$ cat src/rtl/conv_pkg.sv
// Shared types for the conv_node_mc window MAC: FSM state encoding and accumulator sizing.
package conv_pkg;

   typedef enum logic [1:0] {IDLE, BIAS, MAC, OUT} state_t;

   // Headroom of clog2(N+1) bits covers N full-scale products plus the shifted bias.
   function automatic int acc_width(input int word_size, input int n);
      return 2*word_size + $clog2(n+1);
   endfunction

endpackage

$ cat src/rtl/conv_sat.sv
// Rescale the accumulator to the output format and clamp it to a signed word.
// Negative results are zeroed when CONV_NODE_MC_RELU_EN is defined.
module conv_sat #(
   parameter int WORD_SIZE = 16,
   parameter int FRAC_BITS = 8,
   parameter int ACC_W     = 36
) (
   input  logic [ACC_W-1:0]     acc,
   output logic [WORD_SIZE-1:0] res
);

   localparam logic signed [ACC_W-1:0] SAT_MAX = {{(ACC_W-WORD_SIZE+1){1'b0}}, {(WORD_SIZE-1){1'b1}}};
   localparam logic signed [ACC_W-1:0] SAT_MIN = {{(ACC_W-WORD_SIZE+1){1'b1}}, {(WORD_SIZE-1){1'b0}}};

   logic signed [ACC_W-1:0] shifted;
   logic [WORD_SIZE-1:0]    sat;

   // Arithmetic shift floors toward minus infinity.
   assign shifted = $signed(acc) >>> FRAC_BITS;

   always_comb begin
      sat = shifted[WORD_SIZE-1:0];
      if (shifted > SAT_MAX)      sat = SAT_MAX[WORD_SIZE-1:0];
      else if (shifted < SAT_MIN) sat = SAT_MIN[WORD_SIZE-1:0];
   end

`ifdef CONV_NODE_MC_RELU_EN
   assign res = sat[WORD_SIZE-1] ? '0 : sat;
`else
   assign res = sat;
`endif

endmodule

$ cat src/rtl/conv_node_mc.sv
// Multi-cycle convolution node: one bias cycle plus N serial MACs over a captured window,
// weights fetched from an external store. Optional ReLU via CONV_NODE_MC_RELU_EN.
module conv_node_mc
   import conv_pkg::*;
#(
   parameter  int WORD_SIZE     = 16,
   parameter  int FRAC_BITS     = 8,
   parameter  int KERNEL_HEIGHT = 3,
   parameter  int KERNEL_WIDTH  = 2,
   parameter  int CHANNELS      = 2,
   localparam int N             = CHANNELS*KERNEL_HEIGHT*KERNEL_WIDTH,
   localparam int AW            = $clog2(N+1),
   localparam int ACC_W         = acc_width(WORD_SIZE, N)
) (
   input  logic                 clk_i,
   input  logic                 reset_n_i,
   input  logic                 valid_i,
   output logic                 ready_o,
   input  logic [CHANNELS-1:0][KERNEL_HEIGHT-1:0][KERNEL_WIDTH-1:0][WORD_SIZE-1:0] data_i,
   output logic [AW-1:0]        weight_addr_o,
   input  logic [WORD_SIZE-1:0] weight_i,
   output logic                 valid_o,
   input  logic                 ready_i,
   output logic [WORD_SIZE-1:0] data_o
);

   state_t                  state_q, state_d;
   logic [AW-1:0]           addr_d;
   logic [CHANNELS-1:0][KERNEL_HEIGHT-1:0][KERNEL_WIDTH-1:0][WORD_SIZE-1:0] win_q;
   logic signed [ACC_W-1:0] acc_q;
   logic [WORD_SIZE-1:0]    x_sel, sat_res;
   logic signed [2*WORD_SIZE-1:0] prod;

   assign ready_o = (state_q == IDLE);

   // Weight order walks rows fastest within a column, columns within a channel.
   always_comb begin
      x_sel = '0;
      for (int c = 0; c < CHANNELS; c++)
         for (int r = 0; r < KERNEL_HEIGHT; r++)
            for (int col = 0; col < KERNEL_WIDTH; col++)
               if (int'(weight_addr_o) == c*KERNEL_HEIGHT*KERNEL_WIDTH + col*KERNEL_HEIGHT + r + 1)
                  x_sel = win_q[c][r][col];
   end

   assign prod = $signed(weight_i) * $signed(x_sel);

   always_comb begin
      state_d = state_q;
      addr_d  = weight_addr_o;
      case (state_q)
         IDLE: if (valid_i) begin
            state_d = BIAS;
            addr_d  = '0;
         end
         BIAS: begin
            state_d = MAC;
            addr_d  = AW'(1);
         end
         MAC: if (weight_addr_o == AW'(N)) begin
            state_d = OUT;
            addr_d  = '0;
         end else begin
            addr_d  = weight_addr_o + 1'b1;
         end
         OUT: if (valid_o && ready_i) state_d = IDLE;
         default: state_d = IDLE;
      endcase
   end

   always_ff @(posedge clk_i or negedge reset_n_i) begin
      if (!reset_n_i) begin
         state_q       <= IDLE;
         weight_addr_o <= '0;
         win_q         <= '0;
         acc_q         <= '0;
         valid_o       <= 1'b0;
         data_o        <= '0;
      end else begin
         state_q       <= state_d;
         weight_addr_o <= addr_d;
         if (state_q == IDLE && valid_i) win_q <= data_i;
         if (state_q == BIAS)
            acc_q <= $signed({{(ACC_W-WORD_SIZE){weight_i[WORD_SIZE-1]}}, weight_i}) <<< FRAC_BITS;
         else if (state_q == MAC)
            acc_q <= acc_q + $signed({{(ACC_W-2*WORD_SIZE){prod[2*WORD_SIZE-1]}}, prod});
         // First OUT cycle captures the result; it then holds until the handshake.
         if (state_q == OUT) begin
            if (!valid_o) begin
               valid_o <= 1'b1;
               data_o  <= sat_res;
            end else if (ready_i) begin
               valid_o <= 1'b0;
            end
         end
      end
   end

   conv_sat #(
      .WORD_SIZE (WORD_SIZE),
      .FRAC_BITS (FRAC_BITS),
      .ACC_W     (ACC_W)
   ) u_sat (
      .acc (acc_q),
      .res (sat_res)
   );

endmodule

$ cat config.mk
export PLATFORM = sky130hd
export DESIGN_NAME = conv_node_mc
export DESIGN_NICKNAME = d
export VERILOG_FILES = /design/src/rtl/conv_pkg.sv /design/src/rtl/conv_sat.sv /design/src/rtl/conv_node_mc.sv
export SDC_FILE = /design/constraint.sdc
export NUM_CORES = 1
export LEC_CHECK = 0
export CORE_MARGIN = 2
export CORE_UTILIZATION = 40
export CTS_CLUSTER_SIZE = 10
export DETAILED_ROUTE_END_ITERATION = 12
export PLACE_DENSITY_LB_ADDON = 0.25
export SYNTH_ARGS = -nofsm -noshare
export SYNTH_HDL_FRONTEND = slang
export SYNTH_SLANG_ARGS = --single-unit
$ cat constraint.sdc
create_clock -name clk_i -period 11.7 [get_ports clk_i]
set_input_delay 1.755 -clock clk_i [delete_from_list [all_inputs] [get_ports clk_i]]
set_output_delay 1.755 -clock clk_i [all_outputs]
set_load 0.1 [all_outputs]
* Word level (Yosys, flattened, before mapping) *
Cells that the tools add are included.

cells by class
  add/subtract/negate cells = 2
  shift-type cells = 0
  divide/modulo/power cells = 0
  bitwise operators = 1
  multiply operators = 1
  equal/unequal tests = 19
  muxes and demuxes = 25
  reductions and logical operators = 8
  magnitude comparators = 2

operators by type and width
  kind                  count
  $mux 16               14
  $mux 36               2
  $add 36x32->36        1
  $eq 4x4->1 const B    9
  $mul 16x16->32        1
  $gt 28x16->1 const B  1
  $lt 28x16->1 const B  1
  $eq 4x3->1 const B    3
  $pmux 4 s3            1
  $mux 4                2
  $pmux 2 s4            1
  $mux 2                3
  $ne 2x2->1 const B    3
  $add 4x1->4 const B   1
  $eq 2x2->1 const B    2
  $eq 4x2->1 const B    1
  $reduce_and 2->1      2
  $reduce_and 3->1      1
  $reduce_bool 3->1     1
  $eq 2x1->1 const B    1
  $logic_and 1x1->1     2
  $logic_not 2->1       1
  $mux 1                2
  $reduce_bool 2->1     1
  $not 1->1             1

storage, ports and cells
  bits in writable memories = 0
  memories kept = 0
  logic and storage cells = 75
  bits in registers = 251
  input port bits = 212
  bits in read-only memories = 0
  output and inout bits = 22
  bits in latches = 0

* Logic depth before layout (Yosys ltp) *
  depth after elaboration = 17
  gate-level depth with buffers = 34
  depth with buffers taken out = 31

* Cells and area by module *
A second synthesis with hierarchy kept.

unflattened totals
  cells, all modules = 2190
  area, all modules = 23134.7 um^2

by module, submodules not included
  module        instances  cells each  area each (um^2)  sequential area each (um^2)
  conv_node_mc  1          2164        22924.5           6281.0
  conv_sat      1          26          210.2             0.0

* Worst setup path after synthesis *
OpenSTA, ideal clock, no wires.

  kind = register to register
  from = register weight_addr_o[0]
  to = register acc_q[24]
  slack = 3.184 ns
  arrival time = 8.379 ns
  setup time = 0.136 ns
  data required time = 11.564 ns
  path buffers = 3
  stages on the path, launching flop included = 33
  path through = dfrtp_1 > inv_1 > ha_1 > or3b_1 > buf_2 > buf_6 > nor2_1 > o311a_1 > o31ai_1 > o21ai_1 > a21oi_1 > a221oi_2 > buf_6 > nand2b_1 > fa_1 > inv_1 > fa_1 > inv_1 > fa_1 > inv_1 > fa_1 > fa_1 > inv_1 > fa_1 > inv_1 > ha_1 > a21oi_1 > a21boi_0 > a311oi_1 > a21boi_0 > o21a_1 > o21ai_0 > or3b_2

between the ends
  cells in the longest elaborated chain, start to end = 17
  elaborated cells on any way between the ends = 28
  classes of those cells = add/sub: 1; mul: 1; eq/ne: 12; mux: 14

RTL lines
  item                    line                source
  from (decl)             conv_node_mc.sv:20  output logic [AW-1:0] weight_addr_o,
  from (signal assigned)  conv_node_mc.sv:81  weight_addr_o <= addr_d;
  $eq 4x2->1              conv_node_mc.sv:42  if (int'(weight_addr_o) == c*KERNEL_HEIGHT*KERNEL_WIDTH + col*KERNEL_HEIGHT + r + 1)
  $mux 16 (11 in a row)   conv_node_mc.sv:42
  $mux 16 *               conv_node_mc.sv:42
  $mul 16x16->32 *        conv_node_mc.sv:46  assign prod = $signed(weight_i) * $signed(x_sel);
  $add 36x32->36 *        conv_node_mc.sv:86  acc_q <= acc_q + $signed({{(ACC_W-2*WORD_SIZE){prod[2*WORD_SIZE-1]}}, prod});
  $mux 36 *               conv_node_mc.sv:85  else if (state_q == MAC)
  $mux 36 *               conv_node_mc.sv:83  if (state_q == BIAS)
  to (signal assigned)    conv_node_mc.sv:84  acc_q <= $signed({{(ACC_W-WORD_SIZE){weight_i[WORD_SIZE-1]}}, weight_i}) <<< FRAC_BITS;
  to (signal assigned)    conv_node_mc.sv:86
  to (decl)               conv_node_mc.sv:30  logic signed [ACC_W-1:0] acc_q;

Every way passes the cells marked *; elsewhere a longest branch is shown, timed or not. The select of a mux whose other input is x is not followed.
A chain may end at the register's enable or synchronous reset.

* Worst setup path in the final report *
  from = register weight_addr_o[3]
  to = register acc_q[33]

The elaborated chain is that of the path after synthesis.

==> reports/results.txt <==
After detailed routing, the number of remaining DRC violations is 0. For this run, the leading register cell type out of synthesis is sky130_fd_sc_hd__dfrtp_1. The longest clock path from root to sink contains 3 buffers. The logs give 104,000 µm for the wire length of the first global-routing pass and 88 for the total number of placement rows. In this run the worst path has a maximum fanout of 17. In the routed layout, each cell is associated on average with a via count of 5.24.

Setup violations remaining at the end of the flow were counted as 0. The number of global-route vias before repair is 18.5k, and the achievable frequency is 105 MHz. In this run, synthesis produced a sequential element count of 251. The run finished with clean final reports. The vertical die dimension is 245 µm, and the maximum clock skew at final layout is 0.0401 ns. Count of H-tree levels built during CTS: 1. In the final routed layout, each cell accounts on average for 20.4 µm.

The final hold violation count was 0; the transition time at the pin with the least slew margin was 1.37 ns. The detailed router finished its first iteration with 976 violations. At the end of routability-driven placement, the weighted congestion stood at 0.880. For this run, the number of Yosys warnings is 0. The worst setup path is captured at a flip-flop. The time the worst path needs with I/O delays and setup is 9.54 ns.

For this run, the number of standard cells in the final layout without fillers is 3,188. After technology mapping, the gate count stands at 2,218. The post-synthesis to final-layout area growth was 16.6%.

The origin of the worst setup path is weight_addr_o[3]. Buffers inserted to repair hold after CTS numbered 0. TritonCTS built the clock tree.

The proportion of layout cells with a drive suffix above 1 is 0.119. After synthesis, the cell types taking the most area are sky130_fd_sc_hd__fa_1, sky130_fd_sc_hd__dfrtp_1, sky130_fd_sc_hd__mux2_2. The critical path is of the flip-flop to flip-flop type.

Clock tree synthesis inserted a total of 31 buffers. The run gives 0 ns as the sum of negative setup slack. In the final design database the tool counted 3,044 nets. The total area inside the core boundary comes to 0.0576 mm². Measured along the x axis, the die boundary spans 245 µm.

234 I/O pins were placed. The minimum setup slack among reg-to-reg paths is 2.16 ns, and the clock slew seen by the registers of the worst setup and hold paths is 0.06 ns. The post-synthesis net count is 2,860.

The count of nets left with antenna violations once routing finished came out at 0. After synthesis, the mean cell area works out to 10.5 µm². Summing every instance area after synthesis gives 0.0232 mm².

In the synthesized netlist, the cells that appear most often are sky130_fd_sc_hd__inv_1, sky130_fd_sc_hd__fa_1, sky130_fd_sc_hd__dfrtp_1. The number of antenna violations at the first check in global routing is 18, and the final worst hold slack is 0.481 ns. After synthesis, the netlist uses 64 different library cells. The total global routing overflow was 0.

Detailed routing inserted a total of 16.7k vias. The number of gates resized after cts was 0; the core utilization of the finished layout was 0.470. The tools report the total routing usage reported by global routing as 0.224. The min-delay analysis places its worst path in the category flip-flop to flip-flop.

STA puts the critical path data arrival time at 10.08 ns. Number of pins exceeding their max-slew limit in the final report: 0. Entering global routing, the biggest net connects 135 pins.

The count of input and output buffers was 233; the number of buffers added for setup after CTS was 0. Post-route clock period utilization: 0.815. Share of synthesized flip-flops with an asynchronous set or reset: 1.00. First-pass detailed-route iteration total: 5.

The initial standard-cell utilization of the core came out at 0.403. Max-cap violations in this run came to 0. At the later pin of the worst-skew pair, clock insertion delay measures 0.61 ns.

Yosys instantiated no cell more often than sky130_fd_sc_hd__inv_1. Setup repair after global routing left no endpoint under its margin. The worst slew margin relative to its limit came out at 0.0847. The tree is rooted in a sky130_fd_sc_hd__clkbuf_16. Origin of the critical flop-to-flop path: weight_addr_o[3]. The sequential share of the synthesized area is 0.270, and the portion of synthesized cell area occupied by the leading cell type is 0.271. The total instance count after detailed placement was 3,133; the number of enable flip-flop cells after synthesis was 0. The endpoint identified for the worst register-to-register timing path is acc_q[33]. The tools report the startpoint class of the critical path as a flip-flop. The length in cells of the worst reg-to-reg path works out to 25.

The area enclosed by the die boundary came out at 0.0600 mm². The clock net sink count is 251. End point of the critical path: acc_q[33].

Summed over all instances, the cell type with the most area after synthesis is sky130_fd_sc_hd__fa_1. The estimated wirelength of the detail-placed design was 50,900 µm; the detailed-route wire length was 65,000 µm. The tools report the critical path required time as 12.24 ns.
==> metrics by stage <==
stage                     cell area, µm²  worst slack [ns]
after floorplan                    23200              3.18
after global placement             26200              2.35
after detailed placement           26200              2.18
after CTS                          27000              2.13
after global routing               27100              1.63
final                              27100              2.16
==> cell families after synthesis <==
kind of cell             count (synthesis)  share of synthesized area
AO/OA/AOI/OAI                          304                     0.0913
XOR/XNOR                                27                     0.0102
adder cells (fa/ha/maj)                430                      0.333
buffers and inverters                  499                     0.0871
flip-flops                             251                      0.270
multiplexers                           205                     0.0989
AND/OR/NAND/NOR                        502                      0.109
==> cells in the final DEF (no fill, tap or decap), types with 56 or more instances in the layout <==
cell type,synthesis,routed
sky130_fd_sc_hd__dfrtp_1,251,251
sky130_fd_sc_hd__mux2_2,196,196
sky130_fd_sc_hd__inv_1,393,393
sky130_fd_sc_hd__nor2_1,102,102
sky130_fd_sc_hd__nor2b_1,95,95
sky130_fd_sc_hd__fa_1,314,314
sky130_fd_sc_hd__a21oi_1,84,84
sky130_fd_sc_hd__and2_1,56,56
sky130_fd_sc_hd__ha_1,116,115
sky130_fd_sc_hd__nand2_1,151,150
sky130_fd_sc_hd__clkdlybuf4s50_1,0,232
==> critical path, cell delays in order, from the launching register on <==
cell	delay, ns
sky130_fd_sc_hd__dfrtp_1	0.69
sky130_fd_sc_hd__nor2b_1	0.43
sky130_fd_sc_hd__nand3b_1	0.66
sky130_fd_sc_hd__o221ai_1	0.46
sky130_fd_sc_hd__a21oi_1	0.09
sky130_fd_sc_hd__a221oi_2	1.00
sky130_fd_sc_hd__nor2b_1	0.17
sky130_fd_sc_hd__fa_1	0.56
sky130_fd_sc_hd__inv_1	0.06
sky130_fd_sc_hd__fa_1	0.50
sky130_fd_sc_hd__fa_1	0.51
sky130_fd_sc_hd__inv_1	0.06
sky130_fd_sc_hd__fa_1	0.49
sky130_fd_sc_hd__fa_1	0.50
sky130_fd_sc_hd__inv_1	0.05
sky130_fd_sc_hd__fa_1	0.47
sky130_fd_sc_hd__inv_1	0.04
sky130_fd_sc_hd__ha_1	0.34
sky130_fd_sc_hd__a211oi_1	0.48
sky130_fd_sc_hd__o211ai_1	0.29
sky130_fd_sc_hd__nand4b_1	0.29
sky130_fd_sc_hd__o21ai_0	0.19
sky130_fd_sc_hd__and4_1	0.32
sky130_fd_sc_hd__o31a_1	0.33
sky130_fd_sc_hd__or3_1	0.36
sky130_fd_sc_hd__nand4_1	0.09
==> worst min path at each step <==
| stage | start | end | slack (ns) | cells past startpoint |
|---|---|---|---|---|
| 2_1_floorplan | win_q[80] | win_q[80] | 0.47 | 1 |
| 3_3_place_gp | data_o[1] | data_o[1] | 0.46 | 2 |
| 3_5_place_dp | data_o[7] | data_o[7] | 0.48 | 2 |
| 4_1_cts | data_o[7] | data_o[7] | 0.49 | 2 |
| 5_1_grt | data_o[6] | data_o[6] | 0.51 | 2 |
| 6_report | data_o[7] | data_o[7] | 0.48 | 2 |
==> state kept, by name (all words and copies together), names as in the netlist <==
signal,count
acc_q,36
state_q,2
valid_o,1
win_q,192
data_o,16
weight_addr_o,4
==> routing by layer <==
metal  vias up  part of all wire  wire length [µm]  GRT usage
li1       7509                 -                 -          -
met3       119             0.062              4030     0.0506
met4        18             0.028              1820     0.0626
met1      8612              0.43             27900      0.293
met2       455              0.48             31200      0.374
met5         -            0.0017               113          0
==> final cells by class <==
| cell class | instances | area (µm²) |
|---|---|---|
| Fill cell | 5378 | 30500 |
| Multi-Input combinational cell | 1468 | 14900 |
| Sequential cell | 251 | 6280 |
| Timing Repair Buffer | 257 | 2520 |
| Inverter | 393 | 1480 |
| Tap cell | 765 | 957 |
| Clock buffer | 37 | 828 |
| Clock inverter | 6 | 51.3 |
| Antenna cell | 11 | 27.5 |
Power is left out: the tool's default activity adds up to more than one toggle a clock period on the data nets, which glitch-free logic cannot reach.
